**src/rtl/bpsk_upsample.sv**
```systemverilog
// bpsk_upsample
// Zero-insertion interpolator for the BPSK transmit chain. Mapped symbols
// (+1 = 2'b01, -1 = 2'b11) are buffered in a small FIFO and emitted one
// sample per enabled clock. Each symbol is followed by UPS-1 zero samples.
//
// Ports:
//   clk           system clock, rising edge
//   rst           synchronous active-high reset
//   sym_i         mapped symbol (passed through unchecked)
//   sym_vld_i     sym_i valid
//   sym_rdy_o     FIFO can accept (combinational, low during reset)
//   en_i          sample-rate enable
//   sample_o      interpolated sample (registered)
//   sample_vld_o  sample_o updated this cycle (registered)
//   sym_start_o   sample_o carries a symbol, phase 0 (registered)
//   underrun_o    one-cycle pulse, FIFO empty at a symbol boundary in RUN
//   level_o       FIFO occupancy
//
// FSM states:
//   state | meaning
//   IDLE  | no symbol period in progress, waiting for en_i and a symbol
//   RUN   | emitting a symbol period, phase tracks the sample within it
module bpsk_upsample #(
    parameter int UPS   = 8,
    parameter int DEPTH = 4
) (
    input  logic                       clk,
    input  logic                       rst,
    input  logic signed [1:0]          sym_i,
    input  logic                       sym_vld_i,
    output logic                       sym_rdy_o,
    input  logic                       en_i,
    output logic signed [1:0]          sample_o,
    output logic                       sample_vld_o,
    output logic                       sym_start_o,
    output logic                       underrun_o,
    output logic [$clog2(DEPTH):0]     level_o
);

    localparam int AW = $clog2(DEPTH);
    localparam int LW = AW + 1;
    localparam int PW = $clog2(UPS);

    localparam logic [PW-1:0] PH_ONE  = PW'(1);
    localparam logic [PW-1:0] PH_LAST = PW'(UPS - 1);

    typedef enum logic {IDLE, RUN} state_t;

    state_t            state;
    logic [PW-1:0]     phase;

    logic [1:0]        mem [DEPTH];
    logic [AW-1:0]     wr_ptr;
    logic [AW-1:0]     rd_ptr;
    logic [LW-1:0]     level;
    logic              full;
    logic              empty;
    logic              push;
    logic              pop;
    logic [1:0]        head;

    assign full      = (level == LW'(DEPTH));
    assign empty     = (level == '0);
    assign sym_rdy_o = !full && !rst;
    assign push      = sym_vld_i && sym_rdy_o;
    assign head      = mem[rd_ptr];
    assign level_o   = level;

    // A pop happens whenever a new symbol period may begin: from IDLE, or
    // at phase 0 in RUN. Uses level before the edge, so a symbol pushed
    // into an empty FIFO is never popped in the same cycle.
    assign pop = en_i && !empty && ((state == IDLE) || (phase == '0));

    always_ff @(posedge clk) begin
        if (push) begin
            mem[wr_ptr] <= sym_i;
        end
    end

    always_ff @(posedge clk) begin
        if (rst) begin
            wr_ptr <= '0;
            rd_ptr <= '0;
            level  <= '0;
        end else begin
            if (push) begin
                wr_ptr <= wr_ptr + AW'(1);
            end
            if (pop) begin
                rd_ptr <= rd_ptr + AW'(1);
            end
            if (push && !pop) begin
                level <= level + LW'(1);
            end else if (pop && !push) begin
                level <= level - LW'(1);
            end
        end
    end

    always_ff @(posedge clk) begin
        if (rst) begin
            state        <= IDLE;
            phase        <= '0;
            sample_o     <= '0;
            sample_vld_o <= 1'b0;
            sym_start_o  <= 1'b0;
            underrun_o   <= 1'b0;
        end else begin
            sample_vld_o <= 1'b0;
            sym_start_o  <= 1'b0;
            underrun_o   <= 1'b0;
            case (state)
                IDLE: begin
                    phase <= '0;
                    if (pop) begin
                        sample_o     <= head;
                        sample_vld_o <= 1'b1;
                        sym_start_o  <= 1'b1;
                        phase        <= PH_ONE;
                        state        <= RUN;
                    end else begin
                        sample_o <= '0;
                    end
                end
                RUN: begin
                    // With en_i low everything holds, including sample_o.
                    if (en_i) begin
                        sample_vld_o <= 1'b1;
                        if (phase != '0) begin
                            sample_o <= '0;
                            phase    <= (phase == PH_LAST) ? '0 : phase + PW'(1);
                        end else if (pop) begin
                            sample_o    <= head;
                            sym_start_o <= 1'b1;
                            phase       <= PH_ONE;
                        end else begin
                            // Boundary with nothing buffered: emit a zero and
                            // drop to IDLE so the next symbol realigns phase.
                            sample_o   <= '0;
                            underrun_o <= 1'b1;
                            state      <= IDLE;
                        end
                    end
                end
                default: state <= IDLE;
            endcase
        end
    end

endmodule

```
**config.mk**
```make
export PLATFORM = sky130hd
export DESIGN_NAME = bpsk_upsample
export DESIGN_NICKNAME = d
export VERILOG_FILES = /design/src/rtl/bpsk_upsample.sv
export SDC_FILE = /design/constraint.sdc
export NUM_CORES = 1
export LEC_CHECK = 0
export ABC_AREA = 0
export CORE_ASPECT_RATIO = 1.2
export CORE_MARGIN = 2
export CORE_UTILIZATION = 30
export CTS_CLUSTER_DIAMETER = 50
export DETAILED_ROUTE_END_ITERATION = 12
export PLACE_DENSITY = 0.52
export SYNTH_ARGS = -nofsm -noshare
export SYNTH_HDL_FRONTEND = slang
export SYNTH_SLANG_ARGS = --single-unit
```
**constraint.sdc**
```tcl
create_clock -name clk -period 3 [get_ports clk]
set_input_delay 0.75 -clock clk [delete_from_list [all_inputs] [get_ports clk]]
set_output_delay 0.75 -clock clk [all_outputs]
set_load 0.01 [all_outputs]
```
### After elaboration in Yosys (flattened, before gate mapping)

Memories as Yosys holds them, arrays and structs flattened. A register that Yosys moved wholly into a read port is not among the register bits.
Cells that the tools add are included.

| cells by class | value |
|---|---|
| add/subtract/negate cells | 5 |
| equal/unequal tests | 4 |
| multiplexer cells | 26 |
| bitwise logic cells | 2 |
| reduce and logical (&&, ||, !) cells | 18 |

Operators with widths:

| kind | number |
|---|---|
| 2-to-1 mux 3 bit | 6 |
| 2-to-1 mux 1 bit | 10 |
| 2-to-1 mux 2 bit | 5 |
| adder 3 x 1 -> 3 bit, second input constant | 2 |
| == test 3 bit, second input constant | 2 |
| logical AND 1 bit | 6 |
| zero test 3 bit | 2 |
| case mux 1 bit (2 select lines) | 3 |
| case mux 3 bit (2 select lines) | 1 |
| zero test 1 bit | 5 |
| adder 2 x 1 -> 2 bit, second input constant | 2 |
| case mux 2 bit (2 select lines) | 1 |
| OR reduction 4 bit | 1 |
| != test 3 x 1 -> 1 bit, second input constant | 1 |
| nonzero test 3 bit | 1 |
| subtractor 3 x 1 -> 3 bit, second input constant | 1 |
| != test 2 bit, second input constant | 1 |
| NOT 1 bit | 2 |
| AND reduction 2 bit | 1 |
| nonzero test 2 bit | 1 |
| logical OR 1 bit | 1 |

| word-level totals | value |
|---|---|
| register bits | 16 |
| bits in writable memories | 8 |
| output and inout bits | 9 |
| logic and storage cells | 65 |
| memories | 1 |

Memories:

| name | depth | bits a word | rd ports | clocked after Yosys merged registers in | write ports | line | RTL |
|---|---|---|---|---|---|---|---|
| mem | 4 | 2 | 1 | 1 | 1 | 52 | `logic [1:0] mem [DEPTH];` |

### Logic depth before layout (Yosys ltp)

Gate-level depths: netlist of the first run.

| depth | value |
|---|---|
| word-level depth | 8 |
| depth in mapped cells | 10 |
| gate-level depth less buffers | 10 |

### Least setup slack after synthesis of the first run

Ideal clock, no wire load.

| timing | value |
|---|---|
| path type | input port to flip-flop |
| start | input port sym_vld_i |
| end | register level[2], in the netlist level_o[2] |
| arrival | 2.436 ns |
| required time | 2.929 ns |
| slack | 0.493 ns |
| stages | 8 |
| cell sequence | inv_1 > a211oi_4 > ha_1 > inv_1 > fa_1 > xor2_1 > or3_2 > a21oi_1 |

| on the way | value |
|---|---|
| word-level cells in the longest chain between the ends | 4 |
| elaborated cells on any way between the ends | 6 |
| those cells by class | mux (1); reduce/logical (5) |

RTL lines:

| element | line | RTL |
|---|---|---|
| start, declared | 30 | `input logic sym_vld_i,` |
| logical AND 1 bit (*) | 65 | `assign push = sym_vld_i && sym_rdy_o;` |
| named net push | 58 | `logic push;` |
| zero test 1 bit | 94 | `end else if (pop && !push) begin` |
| logical AND 1 bit | 94 |  |
| nonzero test 2 bit (no line) | -- |  |
| end signal, assigned | 93 | `level <= level + LW'(1);` |
| end signal, assigned | 95 | `level <= level - LW'(1);` |
| end, declared | 55 | `logic [LW-1:0] level;` |

Mark *: on every way through the listed nets, which the timed path passes. The rest lies on a longest branch.
A chain may end at the register's enable or synchronous reset.

### Worst setup path after layout of the first run

| timing | value |
|---|---|
| start | input port rst |
| end | output port sym_rdy_o |

| on the way | value |
|---|---|
| word-level cells in the longest chain between the ends | 2 |

RTL lines:

| element | line | RTL |
|---|---|---|
| start, declared | 28 | `input logic rst,` |
| zero test 1 bit | 64 | `assign sym_rdy_o = !full && !rst;` |
| logical AND 1 bit | 64 |  |
| end, declared | 31 | `output logic sym_rdy_o,` |

Every way passes these cells.

==> impl_metrics.csv, run 1 <==
group,metric,value,unit
detailed_routing,routed_wl,1.95,mm
sta,fmax,368,MHz
sta,drv_slew,0,
clock_tree,postCtsSetupBuffers,0,
sta,finClkSkew,0.00288,ns
clock_tree,clk_pin_slew,0.08,ns
clock_tree,cts-resized-gates,0,
job,max-cap-violations,0,
floorplan,rows,25,
synth,netlist_area,1210,um2
clock_tree,cts_buffers,3,
pwr,p_switching,0.000335,W
synth,yosysUniqueCellTypes,33,
layout,drive_gt1_share,16.1,%
placed_design,port_buffers,14,
layout,multi_input_area,562,um2
worst_setup_path,worstPathRequired,2.25,ns
clock_tree,worstSkewPairLatency,0.27,ns
detailed_routing,drt_pass1_iterations,4,
sta,setup_slack,0.283,ns
global_route,grt_pass1_vias,824,
global_route,antenna_found_initial,0,
pwr,power_frac_comb,33.5,%
clock_tree,clk_path_buf_depth,2,
sta,min_period,2.72,ns
pwr,powerDensity,706,nW/um2
global_route,grt.total_usage,10.3,%
sta,fin_tns_setup,0,ns
clock_tree,htree_levels,1,
worst_hold_path,hp-class,"flop to flop",
synth,syn_inst,106,
placed_design,gp_congestion,0.724,
detailed_routing,ant_nets,0,
detailed_routing,wl_per_cell,10.9,um
global_route,grt_overflow,0,
worst_setup_path,crit_fanout,5,
pwr,p_total,0.00104,W
clock_tree,hold_buffers,0,
global_route,grt_first_pass_wirelength,3.48,mm
layout,nNetsFinal,140,
placed_design,dp_hpwl,1.52,mm
worst_setup_path,end_kind,"output pin",
pwr,p_clk_share,19.0,%
synth,synth_ff_type,"dfxtp_1",
layout,fin_cells,178,
clock_tree,root_buffer,"clkbuf_8",
sta,max-slew-margin-rel,67.3,%
detailed_routing,drt-initial-drc-count,37,
synth,synth_nets,121,
layout,fin_util,37.7,%
pwr,leakagePower,0.561,nW
synth,yosys_warnings,0,
floorplan,fp.dieH,73.7,um
global_route,grt_max_degree,19,
placed_design,post-place-ws,0.0747,ns
floorplan,io_pins,15,
synth,ys_seq_elements,26,
sta,rsz0062_at_grt,"false",
synth,synth_edf_count,8,
clock_tree,cts_tree,"built",
status,status,"finished, final reports clean",
worst_setup_path,cp.arrival,1.97,ns
sta,setup_violations,0,
detailed_routing,route.detailed.drc,0,
layout,seqCellArea,601,um2
worst_setup_path,worstSetupStartpoint,"rst",
worst_hold_path,hp-start,"phase[2]",
synth,async_flop_share,0,%
floorplan,core_area,3910,um2
sta,tightest_slew,0.487,ns
worst_setup_path,crit_type,"input port to output pin",
layout,fill_cells,396,
detailed_routing,num_vias,805,
synth,syn_area_per_cell,11.5,um2
floorplan,fp.dieArea,4580,um2
layout,antenna-diode-count,0,
clock_tree,cts_sinks,26,
sta,fin_crit_sh,90.6,%
floorplan,start_util,31.1,%
layout,area_delta_synth_final,21.4,%
synth,synth_seq_area_share,49.4,%
detailed_routing,viasPerCell,4.52,
pwr,netSwitchingFraction,32.2,%
worst_setup_path,regToRegStartpoint,"phase[0]",
pwr,irDropWorstVdd,0.238,mV
pwr,seqPwrFrac,47.5,%
sta,final-hold-violation-count,0,
floorplan,die_w,62.1,um
placed_design,place_inst,174,
pwr,p_int,0.000705,W
worst_setup_path,startpoint_type,"input port",
[worst max-delay path, cell delays in order]
cell and delay (ns):
clkdlybuf4s50_1 0.50, a21oi_1 0.16, clkdlybuf4s50_1 0.55
[Yosys cell counts, drive strengths merged (3+ instances only)]
| master | count | share of area, % |
|---|---|---|
| a21oi | 6 | 2.5 |
| inv | 10 | 3.1 |
| edfxtp | 8 | 20 |
| and2 | 4 | 2.5 |
| nand2b | 4 | 2.1 |
| mux2i | 3 | 2.5 |
| nor2b | 3 | 1.5 |
| nand3b | 3 | 1.9 |
| o31ai | 4 | 2.9 |
| dfxtp | 18 | 30 |
| nor2 | 10 | 3.3 |
| mux2 | 4 | 4.0 |
| ha | 8 | 8.2 |
[sequential cells by signal, summed over array words and instances (netlist names), named ones only]
name / count
mem: 8
level_o: 3
phase: 3
rd_ptr: 2
sample_o: 2
wr_ptr: 2
sample_vld_o: 1
state: 1
sym_start_o: 1
underrun_o: 1
[cells in the final DEF (no fill, tap or decap), drive strengths merged, types with 3 or more instances in the layout]
master	Yosys	final
mux2i	3	3
edfxtp	8	8
nor2	10	10
buf	1	3
clkdlybuf4s50	0	14
mux2	4	4
o31ai	4	4
inv	10	10
nand2b	4	4
clkbuf	2	4
ha	8	8
nand3b	3	3
dfxtp	18	18
a21oi	6	6
and2	4	4
nor2b	3	3
[kinds of logic after synthesis]
family | Yosys count | synth area share (%)
compound gates | 17 | 10.9
xor+xnor | 2 | 1.44
fa+ha+maj | 9 | 9.89
buf+inv | 13 | 4.33
flops | 26 | 49.4
mux | 9 | 10.2
simple gates | 30 | 13.8
[per-stage QoR]
stage	hold WS (ns)	area (um2)
after global routing	0.519	1480
after CTS	0.497	1480
final	0.489	1480
after detailed placement	0.484	1430
after global placement	0.471	1430
after floorplan	0.457	1210
[routing by layer]
metal / GRT usage, % / vias up / wire (um)
li1: - / 404 / -
met1: 12.2 / 380 / 894
met2: 16.7 / 16 / 955
met3: 2.29 / 5 / 54
met4: 5.91 / 0 / 44
met5: 0 / - / 0
[final cells by class]
| type | instances | share of cell area, % |
|---|---|---|
| clock buffer | 4 | 3.05 |
| inverter | 10 | 2.54 |
| multi-input combinational | 67 | 38.1 |
| sequential | 26 | 40.7 |
| tap | 54 | 4.58 |
| timing repair buffer | 17 | 11.0 |
[power groups by stage]
stage	Sequential (W)	Clock (W)	Combinational [W]
6_report	0.000495	0.000198	0.000349
2_1_floorplan	0.000496	0	0.000240
3_3_place_gp	0.000503	0	0.000350
4_1_cts	0.000497	0.000209	0.000357
3_5_place_dp	0.000505	0	0.000355
5_1_grt	0.000508	0.000221	0.000396
[path summary, 6_finish.rpt]
check | slack [ns] | endpoint | depth (start not counted)
worst max register to register | 0.57 | level_o[2] | 10
worst min register to register | 0.49 | phase[2] | 2
worst min-delay path | 0.49 | phase[2] | 2
worst max-delay path | 0.28 | sym_rdy_o | 3
Power figures use the tool's default switching activity.
==> run 2: changes to the inputs <==
CORE_MARGIN = not set   (was 2)
DONT_BUFFER_PORTS = 1   (was not set)
PLACE_DENSITY = 0.48   (was 0.52)
==> impl_metrics.csv, run 2 (synthesized netlist as in run 1, its figures left out) <==
group,metric,value,unit
status,status,"finished, final reports clean",
layout,final_common_cell,"dfxtp_1",
pwr,leakagePower,0.495,nW
clock_tree,worstSkewPairLatency,0.27,ns
layout,antenna-diode-count,0,
clock_tree,root_buffer,"clkbuf_8",
clock_tree,htree_levels,1,
sta,fmax,386,MHz
worst_setup_path,worstPathRequired,3.20,ns
floorplan,fp.dieArea,4310,um2
worst_setup_path,crit_fanout,7,
sta,hold_slack,0.480,ns
floorplan,die_w,60.1,um
layout,largest_reg_flops,8,
layout,area_delta_synth_final,7.83,%
sta,fin_crit_sh,86.3,%
pwr,powerDensity,744,nW/um2
job,max-cap-violations,0,
worst_hold_path,hp-class,"flop to flop",
detailed_routing,route.detailed.drc,0,
global_route,grt_max_degree,23,
detailed_routing,drt-initial-drc-count,22,
global_route,grt_first_pass_wirelength,3.15,mm
sta,drv_slew,0,
sta,fin_tns_setup,0,ns
detailed_routing,wl_per_cell,12.2,um
worst_setup_path,crit_type,"flop to flop",
layout,seqCellArea,601,um2
layout,multi_input_area,562,um2
placed_design,dp_hpwl,1.40,mm
sta,tightest_slew,0.443,ns
layout,nNetsFinal,123,
layout,fin_util,34.9,%
detailed_routing,drt_pass1_iterations,4,
floorplan,start_util,32.4,%
pwr,irDropWorstVdd,0.299,mV
sta,max-slew-margin-rel,70.2,%
clock_tree,cts_tree,"built",
detailed_routing,ant_nets,0,
worst_setup_path,end_kind,"flop",
floorplan,fp.dieH,71.7,um
layout,top_register,"mem",
sta,min_period,2.59,ns
placed_design,port_buffers,0,
clock_tree,postCtsSetupBuffers,0,
global_route,grt_overflow,0,
layout,fill_cells,369,
global_route,antenna_found_initial,0,
layout,drive_gt1_share,15.9,%
global_route,grt_pass1_vias,667,
detailed_routing,routed_wl,1.93,mm
worst_setup_path,startpoint_type,"flop",
clock_tree,cts_buffers,3,
floorplan,io_pins,15,
clock_tree,clk_pin_slew,0.09,ns
clock_tree,hold_buffers,0,
sta,setup_violations,0,
placed_design,gp_congestion,0.685,
sta,finClkSkew,0.00342,ns
sta,final-hold-violation-count,0,
worst_setup_path,cp.arrival,2.79,ns
global_route,grt.total_usage,10.1,%
sta,rsz0062_at_grt,"false",
clock_tree,cts_sinks,26,
clock_tree,cts-resized-gates,0,
clock_tree,clk_path_buf_depth,2,
detailed_routing,viasPerCell,4.56,
detailed_routing,num_vias,725,
floorplan,rows,24,
layout,final_cell_mix,"dfxtp_1 (18), inv_1 (10), nor2_1 (9)",
floorplan,core_area,3750,um2
## run 2: stage by stage
| step | worst slack [ns] | cells | total power [W] | cell area (um2) |
|---|---|---|---|---|
| floorplan | 0.493 | 106 | 0.000736 | 1210 |
| global placement | 0.436 | 155 | 0.000783 | 1260 |
| detailed placement | 0.333 | 155 | 0.000790 | 1260 |
| CTS | 0.403 | 159 | 0.000990 | 1310 |
| global route | 0.262 | 159 | 0.00105 | 1310 |
| finish | 0.411 | 159 | 0.000974 | 1310 |
## run 2: metal layers
layer	part of all wire [%]	global-route usage [%]
met1	50	12.5
met2	46	15.3
met3	2.6	3.07
met4	1.3	6.20
met5	0	0
## run 2: cell type report
type                    count  area share, %
clock buffers               3           3.15
inverters                  10           2.87
multi-input cells          67           42.9
flip-flops and latches     26           45.8
clock inverters             1          0.287
well taps                  52           4.97
## run 2: worst paths after layout
check,startpoint,to,slack [ns],cells past startpoint
worst max-delay path,level_o[0],level_o[2],0.41,8
worst min-delay path,phase[2],phase[2],0.48,2
worst max register to register,level_o[0],level_o[2],0.41,8
worst min register to register,phase[2],phase[2],0.48,2
## run 2: where the power goes
| part | switching, W | total (W) | leakage, nW | internal (W) |
|---|---|---|---|---|
| logic | 0.000136 | 0.000269 | 0.252 | 0.000133 |
| clock network | 0.000104 | 0.000195 | 0.0231 | 0.0000916 |
| registers | 0.0000855 | 0.000510 | 0.220 | 0.000424 |
| total | 0.000325 | 0.000974 | 0.495 | 0.000649 |
## run 2: critical path: stages, from the launching register on
cell	delay, ns
dfxtp_1	0.55
nor2_2	0.12
a211oi_4	0.41
ha_1	0.26
inv_1	0.06
fa_1	0.37
xor2_1	0.18
or3_2	0.41
a21oi_1	0.17
